### config.mk
export PLATFORM = sky130hd
export DESIGN_NAME = hazard_stall_controller
export DESIGN_NICKNAME = d
export VERILOG_FILES = /design/src/rtl/hazard_stall_controller.sv
export SDC_FILE = /design/constraint.sdc
export NUM_CORES = 1
export LEC_CHECK = 0
export CAP_MARGIN = 5
export CORE_ASPECT_RATIO = 0.5
export CORE_UTILIZATION = 47
export DETAILED_ROUTE_END_ITERATION = 7
export GPL_TIMING_DRIVEN = 0
export PLACE_DENSITY = 0.92
export SYNTH_ARGS = -nofsm -noshare
export SYNTH_HDL_FRONTEND = slang
export SYNTH_SLANG_ARGS = --single-unit
### constraint.sdc
create_clock -name clk -period 4.5 [get_ports clk]
set_input_delay 0.9 -clock clk [delete_from_list [all_inputs] [get_ports clk]]
set_output_delay 0.9 -clock clk [all_outputs]
set_load 0.05 [all_outputs]
### src/rtl/hazard_stall_controller.sv
// hazard_stall_controller: stall, bubble, flush and memory-freeze sequencing.
// Holds PC/IF-ID for non-forwardable hazards, counts down multi-cycle
// stalls, freezes the pipe while dmem withholds ack, keeps statistics.
//
// Ports:
//   clk, arst_n          clock, asynchronous active-low reset
//   IDRs1, IDRs2         ID source registers
//   id_uses_rs1/rs2      ID instruction reads the source
//   id_branch            ID holds a branch
//   id_branch_taken      ID branch resolved taken
//   EXRegisterRd         EX destination
//   EXRegWrite           EX writes a register
//   EXMemRead            EX is a load
//   MemRegisterRd        MEM destination
//   MemMemRead           MEM is a load
//   dmem_req, dmem_ack   data memory request / completion
//   pc_write             PC update enable
//   if_id_write          IF/ID update enable
//   if_id_flush          clear IF/ID
//   id_ex_bubble         load NOP into ID/EX
//   id_ex_write          ID/EX update enable
//   ex_mem_write         EX/MEM update enable
//   mem_wb_bubble        load NOP into MEM/WB
//   stall_active         multi-cycle stall in progress
//   stall_cycles         saturating stall+freeze cycle count
//   flush_count          saturating flush count
//   mem_timeout          sticky memory wait timeout

module hazard_stall_controller #(
    parameter int AddressSize = 5,
    parameter int CntWidth    = 16,
    parameter int MemTimeout  = 64
) (
    input  logic                   clk,
    input  logic                   arst_n,
    input  logic [AddressSize-1:0] IDRs1,
    input  logic [AddressSize-1:0] IDRs2,
    input  logic                   id_uses_rs1,
    input  logic                   id_uses_rs2,
    input  logic                   id_branch,
    input  logic                   id_branch_taken,
    input  logic [AddressSize-1:0] EXRegisterRd,
    input  logic                   EXRegWrite,
    input  logic                   EXMemRead,
    input  logic [AddressSize-1:0] MemRegisterRd,
    input  logic                   MemMemRead,
    input  logic                   dmem_req,
    input  logic                   dmem_ack,
    output logic                   pc_write,
    output logic                   if_id_write,
    output logic                   if_id_flush,
    output logic                   id_ex_bubble,
    output logic                   id_ex_write,
    output logic                   ex_mem_write,
    output logic                   mem_wb_bubble,
    output logic                   stall_active,
    output logic [CntWidth-1:0]    stall_cycles,
    output logic [CntWidth-1:0]    flush_count,
    output logic                   mem_timeout
);

    localparam logic [0:0] RUN = 1'b0;
    localparam logic [0:0] HAZ = 1'b1;

    localparam int WaitWidth = (MemTimeout > 2) ? $clog2(MemTimeout) : 1;
    localparam logic [WaitWidth-1:0] WaitLast = WaitWidth'(MemTimeout - 1);
    localparam logic [CntWidth-1:0] CntMax = {CntWidth{1'b1}};

    logic [0:0]           state;
    logic [1:0]           cnt;
    logic [WaitWidth-1:0] wait_cnt;

    logic rs1_ex;
    logic rs2_ex;
    logic rs1_mem;
    logic rs2_mem;
    logic [1:0] n_rs1;
    logic [1:0] n_rs2;
    logic [1:0] n_req;
    logic freeze;
    logic stall;
    logic flush;

    // Live source: used, nonzero and matching the producer's destination.
    always_comb begin
        rs1_ex  = id_uses_rs1 && (IDRs1 != '0) && (IDRs1 == EXRegisterRd);
        rs2_ex  = id_uses_rs2 && (IDRs2 != '0) && (IDRs2 == EXRegisterRd);
        rs1_mem = id_uses_rs1 && (IDRs1 != '0) && (IDRs1 == MemRegisterRd);
        rs2_mem = id_uses_rs2 && (IDRs2 != '0) && (IDRs2 == MemRegisterRd);
    end

    // Branches compare in ID, so they also wait on ALU results in EX and
    // on loads in MEM; ordinary consumers only wait on a load in EX.
    always_comb begin
        n_rs1 = 2'd0;
        if (rs1_ex && EXMemRead) begin
            n_rs1 = id_branch ? 2'd2 : 2'd1;
        end else if (rs1_ex && EXRegWrite && id_branch) begin
            n_rs1 = 2'd1;
        end else if (rs1_mem && MemMemRead && id_branch) begin
            n_rs1 = 2'd1;
        end
    end

    always_comb begin
        n_rs2 = 2'd0;
        if (rs2_ex && EXMemRead) begin
            n_rs2 = id_branch ? 2'd2 : 2'd1;
        end else if (rs2_ex && EXRegWrite && id_branch) begin
            n_rs2 = 2'd1;
        end else if (rs2_mem && MemMemRead && id_branch) begin
            n_rs2 = 2'd1;
        end
    end

    always_comb begin
        n_req = (n_rs1 > n_rs2) ? n_rs1 : n_rs2;
    end

    // The ack cycle is not frozen: the pipe advances as memory completes.
    always_comb begin
        freeze = dmem_req && !dmem_ack;
        stall  = !freeze && ((state == HAZ) || (n_req != 2'd0));
        flush  = !freeze && (state == RUN) && (n_req == 2'd0)
                 && id_branch && id_branch_taken;
    end

    always_comb begin
        pc_write      = 1'b1;
        if_id_write   = 1'b1;
        if_id_flush   = 1'b0;
        id_ex_bubble  = 1'b0;
        id_ex_write   = 1'b1;
        ex_mem_write  = 1'b1;
        mem_wb_bubble = 1'b0;
        unique case (1'b1)
            freeze: begin
                pc_write      = 1'b0;
                if_id_write   = 1'b0;
                id_ex_write   = 1'b0;
                ex_mem_write  = 1'b0;
                mem_wb_bubble = 1'b1;
            end
            stall: begin
                pc_write     = 1'b0;
                if_id_write  = 1'b0;
                id_ex_bubble = 1'b1;
            end
            flush: begin
                if_id_flush = 1'b1;
            end
            default: begin
            end
        endcase
    end

    // Once in HAZ the remaining count is trusted; the ID decision is not
    // re-evaluated because the producer has moved down the pipe.
    always_ff @(posedge clk or negedge arst_n) begin
        if (!arst_n) begin
            state <= RUN;
            cnt   <= 2'd0;
        end else if (!freeze) begin
            if (state == RUN) begin
                if (n_req != 2'd0) begin
                    cnt <= n_req - 2'd1;
                    if (n_req == 2'd2) begin
                        state <= HAZ;
                    end
                end
            end else begin
                cnt <= (cnt == 2'd0) ? 2'd0 : cnt - 2'd1;
                if (cnt <= 2'd1) begin
                    state <= RUN;
                end
            end
        end
    end

    assign stall_active = (state == HAZ);

    always_ff @(posedge clk or negedge arst_n) begin
        if (!arst_n) begin
            stall_cycles <= '0;
            flush_count  <= '0;
        end else begin
            if ((stall || freeze) && (stall_cycles != CntMax)) begin
                stall_cycles <= stall_cycles + 1'b1;
            end
            if (flush && (flush_count != CntMax)) begin
                flush_count <= flush_count + 1'b1;
            end
        end
    end

    // wait_cnt holds at its last value so a long wait cannot wrap.
    always_ff @(posedge clk or negedge arst_n) begin
        if (!arst_n) begin
            wait_cnt    <= '0;
            mem_timeout <= 1'b0;
        end else if (freeze) begin
            if (wait_cnt == WaitLast) begin
                mem_timeout <= 1'b1;
            end else begin
                wait_cnt <= wait_cnt + 1'b1;
            end
        end else begin
            wait_cnt <= '0;
        end
    end

endmodule
# --- Word level (Yosys, flattened, before mapping) ---
# Cells that the tools add are included.
totals:
  output_inout_bits: 41
  word_cells: 83
  reg_bits: 42
  input_bits: 31
op_classes:
  n_addsub: 5
  n_bitwise: 2
  n_mux: 22
  eq_ne: 9
  n_reduce_logical: 37
  n_lt_le_gt_ge: 2
ops:
  columns: ["cell", "count"]
  rows:
  - ["16-bit by 1-bit adder with 16-bit output (second input constant)", 2]
  - ["16-bit != test (second input constant)", 2]
  - ["1-bit logical AND", 24]
  - ["5-bit equality test", 4]
  - ["2-bit 2-to-1 mux", 7]
  - ["1-bit 2-to-1 mux", 13]
  - ["6-bit 2-to-1 mux", 2]
  - ["5-bit nonzero test", 2]
  - ["6-bit by 1-bit adder with 6-bit output (second input constant)", 1]
  - ["6-bit equality test (second input constant)", 1]
  - ["2-bit zero test", 2]
  - ["2-bit AND reduction", 2]
  - ["2-bit nonzero test", 2]
  - ["2-bit by 1-bit subtractor with 2-bit output (second input constant)", 2]
  - ["2-bit equality test (second input constant)", 1]
  - ["2-bit greater-than comparator", 1]
  - ["2-bit by 1-bit <= comparator with 1-bit output (second input constant)", 1]
  - ["1-bit zero test", 2]
  - ["1-bit logical OR", 2]
  - ["2-bit != test (second input constant)", 1]
  - ["1-bit NOT", 2]
  - ["2-bit OR reduction", 1]

# --- Depth between registers and ports, before layout ---
# Gate-level depths: netlist (run 1).
depth:
  ltp_word: 15
  ltp_mapped: 18
  mapped_depth_nobuf: 18

# --- Worst setup path after synthesis (run 1) ---
# Ideal clock, no wire load.
synth_path:
  path_type: "input port to output port"
  from: "input IDRs1[2]"
  to: "output pc_write"
  cell_stages: 13
  n_path_buf: 1
  t_arrival_ns: 3.970
  slack_ns: -0.370
  path_cell_list: "xnor2_1 -> nand4_1 -> or4_1 -> a31o_2 -> ha_1 -> nand2_1 -> o21ai_0 -> o211a_1 -> nor2_1 -> ha_1 -> nand2b_1 -> nor2_1 -> buf_4"
synth_via:
  elab_chain_len: 15
synth_lines:
  columns: ["element", "line", "rtl"]
  rows:
  - ["start, declared", "36", "input logic [AddressSize-1:0] IDRs1,"]
  - ["5-bit nonzero test", "86, 88", null]
  - ["1-bit logical AND", "86, 88", null]
  - ["1-bit logical AND", "88", "rs1_mem = id_uses_rs1 && (IDRs1 != '0) && (IDRs1 == MemRegisterRd);"]
  - ["1-bit logical AND (2 in series)", "100", "end else if (rs1_mem && MemMemRead && id_branch) begin"]
  - ["1-bit 2-to-1 mux", "100", null]
  - ["1-bit 2-to-1 mux", "98", "end else if (rs1_ex && EXRegWrite && id_branch) begin"]
  - ["2-bit 2-to-1 mux *", "96", "if (rs1_ex && EXMemRead) begin"]
  - ["2-bit greater-than comparator", "117", "n_req = (n_rs1 > n_rs2) ? n_rs1 : n_rs2;"]
  - ["2-bit 2-to-1 mux *", "117", null]
  - ["2-bit nonzero test *", "123", "stall = !freeze && ((state == HAZ) || (n_req != 2'd0));"]
  - ["1-bit logical OR *", "123", null]
  - ["1-bit logical AND *", "123", null]
  - ["2-bit OR reduction (no source line) *", null, null]
  - ["1-bit 2-to-1 mux *", null, null]
  - ["end, declared", "49", "output logic pc_write,"]
# Mark *: on every way between the ends. The rest lies on a longest branch, timed or not.

# --- Worst setup path after layout (run 1) ---
layout_path:
  from: "input IDRs1[1]"
  to: "output if_id_flush"
layout_via:
  elab_chain_len: 15
layout_lines:
  columns: ["element", "line", "rtl"]
  rows:
  - ["5-bit nonzero test", "86, 88", null]
  - ["1-bit logical AND", "86, 88", null]
  - ["1-bit logical AND", "88", null]
  - ["1-bit logical AND (2 in series)", "100", null]
  - ["1-bit 2-to-1 mux", "100", null]
  - ["1-bit 2-to-1 mux", "98", null]
  - ["2-bit 2-to-1 mux *", "96", null]
  - ["2-bit greater-than comparator", "117", null]
  - ["2-bit 2-to-1 mux *", "117", null]
  - ["2-bit zero test *", "124", "flush = !freeze && (state == RUN) && (n_req == 2'd0)"]
  - ["1-bit logical AND *", "124", null]
  - ["1-bit logical AND * (2 in series)", "125", "&& id_branch && id_branch_taken;"]
  - ["1-bit 2-to-1 mux *", "136", "unique case (1'b1)"]
  - ["end, declared", "51", "output logic if_id_flush,"]
# Marks and branches as above.

==> impl_results.md, run 1 <==
- Chip height: between 50 and 60 µm
- CP startpoint kind: primary input
- Die X: around 100 µm
- CTS tree: done
- Initial DRC Count: 116
- Final hold vios: 0
- Leakage power: roughly 0.0015 µW
- IO Pins: approximately 70
- Register area share after synthesis: 0.4382
- Sequential power share: 0.403
- Last element of the critical path: if_id_flush
- Ys flop type: dfrtp_1
- Crit path capture type: output port
- Share of cells above drive strength 1: 0.2752
- Vias in the first global route: approximately 2100
- R2R Setup Slk: between 2 and 2.5 ns
- Initial antenna violation count: 0
- Fmax: roughly 0.22 GHz
- Die area: 5410 µm²
- WL final: 6783 µm
- Clock Power Share: 0.202
- Critical Path AT: 3.59 ns
- Synth async-reset ratio: 1.000
- Root buffer cell: clkbuf_8
- Slew Viols, Final: 0
- Crit path from: IDRs1[1]
- Post-route ant nets: 0
- Drt pass-1 iters: 4
- Number of port buffers: just over 70
- Global-route wire length before repair: just under 10000 µm
- Vias: 2200
- Worst reg2reg path depth: 7
- Clock Sinks: 42
- Comb pwr share: 0.395
- Psw: 546.6 µW
- Hold Path Class: primary input to asynchronous set/reset pin
- Post-DP HPWL: roughly 4200 µm
- Drt wl/cell: 17.26 µm
- Post-layout util: 0.7577
- Row count: 17
- Syn Nets: roughly 270
- Mean area per synthesized cell: 10.21 µm²
- Status: finished, final reports clean
- PD cells: ~370 nW/µm²
- Inserted Diodes: 0
- Area delta synth->final: 46.48%
- Worst-path clk slew: ~0.09 ns
- Vias/cell: roughly 5.6
- Dpl cells: around 370
- Setup violators final: 0
- Period utilisation layout: 0.9979
- Worst vdd ir: ~240 µV
- Reg2reg start: flush_count[0]
- Floorplan core area: about 4600 µm²
- Yosys cell types: 44
- Post-Synthesis Cells: 235
- Initial Utilization: 0.5173
- Flop and latch count out of synthesis: 42
- Synthesized cell area: 2399 µm²
- Routability cong.: slightly above 0.8
- CP Data Required Time: 3.60 ns
- Slew HR: 0.6310
- R2r endpoint: flush_count[6]
- CP Class: primary input to output port
- Worst skew pair latency: 0.30 ns
- Total Routing Usage GR: 0.2440
- Max Fanout on Critical Path: 3
- Internal Power: between 700 and 800 µW
- Largest net degree at the start of global routing: 37
- Clock Tree Buf Depth: 2
- Nets: around 370
- Sw Ratio: 0.4203
- CTS H-tree depth: 2
- Final non-filler cell total: between 300 and 400
- Clock period minus worst slack: ~4.5 ns
- Most common cell after layout, fill and taps aside: clkdlybuf4s50_1
- Most frequent cells in the layout: 44 x clkdlybuf4s50_1, 42 x dfrtp_1, 29 x xnor2_1
- Total congestion overflow: 0
- DRC Markers: 0
- Cts bufs inserted: 5
- Max cap viols: 0
- Synth warnings: 0
- Setup Skew: between 0.01 and 0.015 ns
- Worst-Margin Slew: 0.5489 ns
- Number of flops mapped to enable cells by yosys: 0
## cell usage after synthesis, types with 2 or more instances
| cell | instances | area [µm²] |
|---|---|---|
| a31oi_1 | 3 | 18.77 |
| nor4_2 | 2 | 25.02 |
| mux2_2 | 3 | 33.78 |
| and3_4 | 3 | 33.78 |
| nand2_1 | 24 | 90.09 |
| inv_1 | 6 | 22.52 |
| nand2b_1 | 2 | 12.51 |
| dfrtp_1 | 42 | 1051 |
| nor2b_1 | 4 | 25.02 |
| nand3_1 | 11 | 55.05 |
| ha_1 | 8 | 100.1 |
| nor3_1 | 6 | 30.03 |
| nor2_1 | 13 | 48.80 |
| and3_1 | 8 | 50.05 |
| nand4_1 | 10 | 62.56 |
| xor2_1 | 20 | 175.2 |
| xnor2_1 | 30 | 262.8 |
| and4_1 | 2 | 17.52 |
| o21ai_0 | 8 | 40.04 |
| or4_1 | 3 | 22.52 |
| nand3b_1 | 2 | 15.01 |
| a21oi_1 | 2 | 10.01 |
| buf_4 | 2 | 15.01 |
## flip-flops by register name, summed over array words and instances (netlist names)
signal	cells
cnt	2
flush_count	16
mem_timeout	1
stall_active	1
stall_cycles	16
wait_cnt	6
## cells by family after synthesis
family	share of synthesized area
compound gates	0.07147
xor+xnor	0.1826
fa+ha+maj	0.04173
buf+inv	0.01773
flops	0.4382
mux	0.01826
simple gates	0.2301
## metrics by stage
| step | cell area [µm²] | hold WS, ns | setup WS, ns | total power [µW] | TNS (ns) |
|---|---|---|---|---|---|
| 2_1_floorplan | 2406 | 0.4528 | 0.1828 | 820.1 | 0 |
| 3_3_place_gp | 3199 | 0.4705 | -1.004 | 996.6 | -4.631 |
| 3_5_place_dp | 3214 | 0.4697 | -1.180 | 1016 | -8.390 |
| 4_1_cts | 3427 | 0.4272 | 0.002486 | 1278 | 0 |
| 5_1_grt | 3513 | 0.4207 | -0.06743 | 1352 | -0.08596 |
| 6_report | 3513 | 0.4248 | 0.009438 | 1301 | 0 |
## what timing repair did
item,in CTS,in global routing
hold buffers,0,0
endpoints found under the setup margin,8,15
pin swaps,19,25
buffers inserted,9,3
resized for setup,84,48
## final cells by class
cell class | count | area [µm²]
Multi-Input combinational cell | 184 | 1491
Buffer | 3 | 20.02
Fill cell | 282 | 1124
Clock buffer | 6 | 82.58
Clock inverter | 2 | 12.51
Sequential cell | 42 | 1051
Timing Repair Buffer | 84 | 750.7
Inverter | 6 | 22.52
Tap cell | 66 | 82.58
## power groups by stage
stage	clock network (µW)	registers, µW	logic (µW)
2_1_floorplan	0	689	131
3_5_place_dp	0	525	491
4_1_cts	261	519	498
6_report	263	524	514
3_3_place_gp	0	519	477
5_1_grt	280	532	539
## worst min-delay path by stage
stage                     endpoint  cells past startpoint  slack, ns        start
floorplan              wait_cnt[2]                      1       0.45  wait_cnt[2]
global placement       wait_cnt[2]                      1       0.47  wait_cnt[2]
detailed placement     mem_timeout                      1       0.47  mem_timeout
CTS                 flush_count[5]                      1       0.43       arst_n
global route        flush_count[6]                      1       0.42       arst_n
finish              flush_count[6]                      1       0.42       arst_n
## critical path, stage by stage
cell,delay (ns)
clkdlybuf4s15_1,0.22
or4_1,0.57
o21ai_2,0.20
nor3_2,0.10
ha_4,0.28
nor2b_4,0.15
o21ai_2,0.07
o211a_1,0.18
nor2_4,0.16
ha_4,0.18
nor2b_4,0.13
nand4_1,0.16
inv_2,0.12
buf_8,0.15
## per-layer routing
metal	vias to the layer above	part of all wire	GRT usage	routed length (µm)
met5	-	0	0	0
met4	0	0.030	0.1103	204
li1	1007	-	-	-
met2	93	0.52	0.4378	3548
met1	1077	0.39	0.2878	2676
met3	23	0.052	0.04800	354
Note: power is estimated with default switching activity, not from simulation.
==> run 2, diff against run 1 <==
--- a/config.mk
+++ b/config.mk
@@ -9,7 +9,7 @@
 export CORE_ASPECT_RATIO = 0.5
 export CORE_UTILIZATION = 47
 export DETAILED_ROUTE_END_ITERATION = 7
-export GPL_TIMING_DRIVEN = 0
+export GPL_TIMING_DRIVEN = 1
 export PLACE_DENSITY = 0.92
 export SYNTH_ARGS = -nofsm -noshare
 export SYNTH_HDL_FRONTEND = slang
==> impl_results.md, run 2 (synthesis results as in run 1) <==
- CP startpoint kind: primary input (unchanged)
- Chip height: 52.52 µm (unchanged)
- Worst vdd ir: 214.9 µV (was 236.5 µV)
- Die area: 5410 µm² (unchanged)
- CP max-delay cell: or3_4 (was or4_1)
- Clock Tree Buf Depth: 2 (unchanged)
- Slew Viols, Final: 0 (unchanged)
- CP Class: primary input to output port (unchanged)
- Largest registers: flush_count (16), stall_cycles (16), wait_cnt (6) (unchanged)
- Post-DP HPWL: 4458 µm (was 4161 µm)
- Initial antenna violation count: 0 (unchanged)
- Setup violators final: 1 (was 0)
- Row count: 17 (unchanged)
- Worst skew pair latency: 0.29 ns (was 0.30 ns)
- Dpl cells: 398 (was 373)
- Root buffer cell: clkbuf_8 (unchanged)
- PD cells: 354.5 nW/µm² (was 370.2 nW/µm²)
- Slew HR: 0.3700 (was 0.6310)
- Initial Utilization: 0.5173 (unchanged)
- Setup Skew: 0.01511 ns (was 0.01130 ns)
- Setup ws final: -0.01578 ns (was 0.009438 ns)
- Fmax: 0.2214 GHz (was 0.2227 GHz)
- Vias/cell: 5.607 (was 5.598)
- Worst-Margin Slew: 0.9449 ns (was 0.5489 ns)
- Clock period minus worst slack: 4.516 ns (was 4.491 ns)
- Vias: 2299 (was 2200)
- Critical path's largest stage delay: 0.43 ns (was 0.57 ns)
- Post-route ant nets: 0 (unchanged)
- Hold bufs inserted after CTS: 0 (unchanged)
- Crit path cell chain: clkbuf_2 > xor2_1 > nor3_1 > nand3_1 > or3_4 > ha_4 > nor2b_4 > o21ai_2 > o211a_1 > nor2_2 > ha_2 > buf_4 > nand2b_4 > nand2_2 > inv_2 > buf_12 (was clkdlybuf4s15_1 > or4_1 > o21ai_2 > nor3_2 > ha_4 > nor2b_4 > o21ai_2 > o211a_1 > nor2_4 > ha_4 > nor2b_4 > nand4_1 > inv_2 > buf_8)
- Failing checks: negative setup slack
- Critical Path AT: 3.62 ns (was 3.59 ns)
- CP Data Required Time: 3.60 ns (about the same)
- Inserted Diodes: 0 (unchanged)
- Worst-path clk slew: 0.08 ns (was 0.09 ns)
- CTS tree: done (unchanged)
- Share of cells above drive strength 1: 0.3140 (was 0.2752)
- Routability cong.: 0.8215 (was 0.8045)
- IO Pins: 72 (unchanged)
- Number of port buffers: 71 (unchanged)
- Final non-filler cell total: 410 (was 393)
- Nets: 382 (was 365)
- Hold Path Class: flop to flop (was primary input to asynchronous set/reset pin)
- Clock Sinks: 42 (unchanged)
- Leakage power: 0.001653 µW (was 0.001534 µW)
- Cts bufs inserted: 5 (unchanged)
- Drt pass-1 iters: 4 (unchanged)
- Total congestion overflow: 0 (unchanged)
- WL final: 7120 µm (was 6783 µm)
- Crit path capture type: output port (unchanged)
- Drt wl/cell: 17.37 µm (was 17.26 µm)
- CTS H-tree depth: 2 (unchanged)
- Most common cell after layout, fill and taps aside: clkdlybuf4s50_1 (unchanged)
- Area delta synth->final: 52.32% (was 46.48%)
- Vias in the first global route: 2230 (was 2126)
- Max Fanout on Critical Path: 3 (unchanged)
- Initial DRC Count: 155 (was 116)
- Global-route wire length before repair: 10370 µm (was 9798 µm)
- Period utilisation layout: 1.004 (was 0.9979)
- Power Total: 1295 µW (was 1301 µW)
- Most frequent cells in the layout: 43 x clkdlybuf4s50_1, 42 x dfrtp_1, 30 x buf_4 (was 44 x clkdlybuf4s50_1, 42 x dfrtp_1, 29 x xnor2_1)
- Final hold vios: 0 (unchanged)
- DRC Markers: 0 (unchanged)
- Largest net degree at the start of global routing: 43 (was 37)
- Status: finished with violations (was finished, final reports clean)
- Max cap viols: 0 (unchanged)
- Total Routing Usage GR: 0.2558 (was 0.2440)
- Floorplan core area: 4637 µm² (unchanged)
- Die X: 103.0 µm (unchanged)
==> run 2: path summary, 6_finish.rpt <==
kind / from / cells past startpoint / endpoint / slack (ns)
max: IDRs2[3] / 16 / id_ex_bubble / -0.02
min: flush_count[10] / 1 / flush_count[10] / 0.49
max reg2reg: flush_count[1] / 7 / flush_count[6] / 2.44
min reg2reg: flush_count[10] / 1 / flush_count[10] / 0.49
max in group asynchronous: arst_n / 1 / wait_cnt[0] / 3.15
min in group asynchronous: arst_n / 1 / flush_count[11] / 0.75
==> run 2: metal layers <==
metal | routed length [µm] | up-vias | track usage
li1 | - | 1042 | -
met3 | 369 | 26 | 0.05200
met5 | 0 | - | 0
met1 | 2823 | 1118 | 0.2846
met4 | 262 | 0 | 0.1150
met2 | 3665 | 113 | 0.4800
==> run 2: what timing repair did <==
action                     4_1_cts  5_1_grt
setup endpoints to repair        9        6
pin swaps                       18       26
resized for setup               41       66
setup buffers                    2        4
==> run 2: cell type report <==
type | instances | area, µm²
clock buffer | 6 | 72.57
clock inverter | 2 | 13.76
fill | 279 | 983.4
inverter | 6 | 22.52
multi-input combinational | 184 | 1483
sequential | 42 | 1051
tap | 66 | 82.58
timing repair buffer | 104 | 928.4
==> run 2: report_power, final <==
group	leakage [µW]	total, µW	internal (µW)	switching [µW]
Combinational	0.00105	523	201	322
Sequential	0.000561	530	439	91.0
Clock	0.0000452	242	110	133
==> run 2: metrics by stage <==
step	setup WS, ns	hold slack (ns)	setup TNS (ns)	utilization	instance area (µm²)
after global routing	-0.09422	0.5288	-0.3070	0.7879	3654
after CTS	0.0008926	0.5002	0	0.7682	3562
after floorplan	0.1828	0.4528	0	-	2406
after global placement	-0.2608	0.4753	-1.082	0.7402	3432
after detailed placement	-0.4504	0.4834	-5.366	0.7402	3432
final	-0.01578	0.4942	-0.01578	0.7879	3654
==> run 2: critical path: cells and delay by family <==
| family | cells | cell delay [ns] |
|---|---|---|
| xor+xnor | 1 | 0.16 |
| buf+inv | 4 | 0.52 |
| fa+ha+maj | 2 | 0.46 |
| compound gates | 2 | 0.37 |
| simple gates | 7 | 1.20 |
==> run 3, diff against run 2 <==
--- a/config.mk
+++ b/config.mk
@@ -5,10 +5,11 @@
 export SDC_FILE = /design/constraint.sdc
 export NUM_CORES = 1
 export LEC_CHECK = 0
-export CAP_MARGIN = 5
+export CAP_MARGIN = 0
 export CORE_ASPECT_RATIO = 0.5
 export CORE_UTILIZATION = 47
 export DETAILED_ROUTE_END_ITERATION = 7
+export GPL_ROUTABILITY_DRIVEN = 0
 export GPL_TIMING_DRIVEN = 1
 export PLACE_DENSITY = 0.92
 export SYNTH_ARGS = -nofsm -noshare
==> constraint.sdc (replaced) <==
create_clock -name clk -period 4.6 [get_ports clk]
set_input_delay 0.92 -clock clk [delete_from_list [all_inputs] [get_ports clk]]
set_output_delay 0.92 -clock clk [all_outputs]
set_load 0.05 [all_outputs]
==> impl_results.md, run 3 (synthesis results as in run 1) <==
- Worst vdd ir: 311.9 µV (was 214.9 µV)
- Nets: 383 (was 382)
- Crit path cell chain: clkbuf_2 > buf_6 > xor2_1 > nor4_1 > and3_1 > and3_4 > nor2_4 > nor2_4 > ha_4 > nand2_4 > o21ai_4 > o211a_1 > nor2_2 > ha_2 > nor2b_4 > nand4_1 > inv_2 > buf_12 (was clkbuf_2 > xor2_1 > nor3_1 > nand3_1 > or3_4 > ha_4 > nor2b_4 > o21ai_2 > o211a_1 > nor2_2 > ha_2 > buf_4 > nand2b_4 > nand2_2 > inv_2 > buf_12)
- Chip height: 52.52 µm (unchanged)
- CP Data Required Time: 3.68 ns (was 3.60 ns)
- CP max-delay cell: nor4_1 (was or3_4)
- Max Fanout on Critical Path: 2 (was 3)
- Number of port buffers: 71 (unchanged)
- Worst skew pair latency: 0.31 ns (was 0.29 ns)
- Power Total: 1331 µW (was 1295 µW)
- WP buf/inv: 4 (unchanged)
- Critical Path AT: 3.76 ns (was 3.62 ns)
- Clock Sinks: 42 (unchanged)
- Clock Tree Buf Depth: 2 (unchanged)
- Fillcell total: 275 (was 279)
- Root buffer cell: clkbuf_8 (unchanged)
- Hold Slack: 0.4939 ns (was 0.4942 ns)
- Inserted Diodes: 0 (unchanged)
- Critical path's largest stage delay: 0.32 ns (was 0.43 ns)
- CP startpoint kind: primary input (unchanged)
- CP Class: primary input to output port (unchanged)
- Drt wl/cell: 18.27 µm (was 17.37 µm)
- Max cap viols: 0 (unchanged)
- Most frequent cells in the layout: 43 x clkdlybuf4s50_1, 42 x dfrtp_1, 32 x buf_4 (was 43 x clkdlybuf4s50_1, 42 x dfrtp_1, 30 x buf_4)
- Failing checks: negative setup slack (unchanged)
- Post-layout util: 0.8041 (was 0.7879)
- DRC Markers: 0 (unchanged)
- Cts bufs inserted: 5 (unchanged)
- Initial DRC Count: 129 (was 155)
- Vias/cell: 5.735 (was 5.607)
- WL final: 7507 µm (was 7120 µm)
- Initial antenna violation count: 0 (unchanged)
- DP Worst Slack: -0.3239 ns (was -0.4504 ns)
- PD cells: 356.9 nW/µm² (was 354.5 nW/µm²)
- IO Pins: 72 (unchanged)
- Leakage power: 0.001664 µW (was 0.001653 µW)
- Post-DP HPWL: 4500 µm (was 4458 µm)
- Share of cells above drive strength 1: 0.3130 (was 0.3140)
- Vias in the first global route: 2367 (was 2230)
- Setup violators final: 3 (was 1)
- Most common cell after layout, fill and taps aside: clkdlybuf4s50_1 (unchanged)
- Hold bufs inserted after CTS: 0 (unchanged)
- Largest delay share family, worst path: simple AND/OR/NAND/NOR gates (unchanged)
- Hold Path Class: flop to flop (unchanged)
- Period utilisation layout: 1.018
- Clock period minus worst slack: ~4.7 ns
- Drt pass-1 iters: 4 (unchanged)
- Die X: 103.0 µm (unchanged)
- Slew HR: 0.3773 (was 0.3700)
- Vias: 2357 (was 2299)
- Setup ws final: -0.08348 ns (was -0.01578 ns)
- Floorplan core area: 4637 µm² (unchanged)
- Largest net degree at the start of global routing: 43 (unchanged)
- Setup_tns: -0.1835 ns (was -0.01578 ns)
- Setup Skew: 0.01533 ns (was 0.01511 ns)
- Initial Utilization: 0.5173 (unchanged)
- Cell mode on critical path: nor2_4
- CTS H-tree depth: 2 (unchanged)
- Status: finished with violations (unchanged)
- Post-route ant nets: 0 (unchanged)
- Total congestion overflow: 0 (unchanged)
- Total Routing Usage GR: 0.2967 (was 0.2558)
- Worst-path clk slew: 0.08 ns (about the same)
- Crit path capture type: output port (unchanged)
- Largest registers: flush_count (16), stall_cycles (16), wait_cnt (6) (unchanged)
- Die area: 5410 µm² (unchanged)
- Slew Viols, Final: 0 (unchanged)
- Worst-Margin Slew: 0.9340 ns (was 0.9449 ns)
- Area delta synth->final: 55.45% (was 52.32%)
- Fmax: ~0.21 GHz
- Global-route wire length before repair: 11590 µm (was 10370 µm)
- Row count: 17 (unchanged)
- Final hold vios: 0 (unchanged)
- CTS tree: done (unchanged)
==> run 3: cell count changes in the layout (fill, tap and decap cells not counted), moves of 2 or more <==
cell,delta
buf_4,+2
o21ai_4,+2
o21ai_2,-2
dlygate4sd2_1,+3
clkbuf_2,-2
==> run 3: area by class of cell <==
cell class / count / area, µm² / share of cell area
Clock inverter: 2 / 37.54 / 0.01007
Clock buffer: 6 / 72.57 / 0.01946
Tap cell: 66 / 82.58 / 0.02215
Multi-Input combinational cell: 184 / 1524 / 0.4087
Sequential cell: 42 / 1051 / 0.2819
Timing Repair Buffer: 105 / 938.4 / 0.2517
Inverter: 6 / 22.52 / 0.006040
==> run 3: final timing paths <==
check                           startpoint         endpoint  slack [ns]  cells past startpoint
min in group asynchronous           arst_n  flush_count[11]        0.74                      1
hold reg to reg            stall_cycles[7]  stall_cycles[7]        0.49                      1
setup reg to reg              stall_active  flush_count[15]        2.49                      8
max in group asynchronous           arst_n     stall_active        3.25                      1
hold / removal             stall_cycles[7]  stall_cycles[7]        0.49                      1
setup / recovery                  IDRs2[2]      if_id_flush       -0.08                     18
==> run 3: timing repair <==
action	CTS	global route
gates resized for setup	46	63
pin swaps	22	25
buffers inserted	5	4
endpoints found under the hold margin	0	0
endpoints found under the setup margin	4	7
==> run 3: stage by stage <==
stage          cells  cell area, µm²
4_1_cts          408            3612
5_1_grt          411            3729
6_report         411            3729
3_5_place_dp     395            3405
2_1_floorplan    235            2401
3_3_place_gp     395            3405
==> run 3: where the power goes <==
group | switching, µW | internal (µW) | total (µW)
Combinational | 319 | 198 | 517
Sequential | 87.8 | 429 | 517
Clock | 135 | 162 | 297
==> run 3: per-layer routing <==
metal / up-vias / track usage / share of wire / wire length (µm)
li1: 1045 / - / - / -
met1: 1140 / 0.3381 / 0.38 / 2878
met2: 128 / 0.5133 / 0.50 / 3782
met3: 44 / 0.07067 / 0.057 / 427
met4: 0 / 0.1854 / 0.056 / 418
met5: - / 0 / 0 / 0
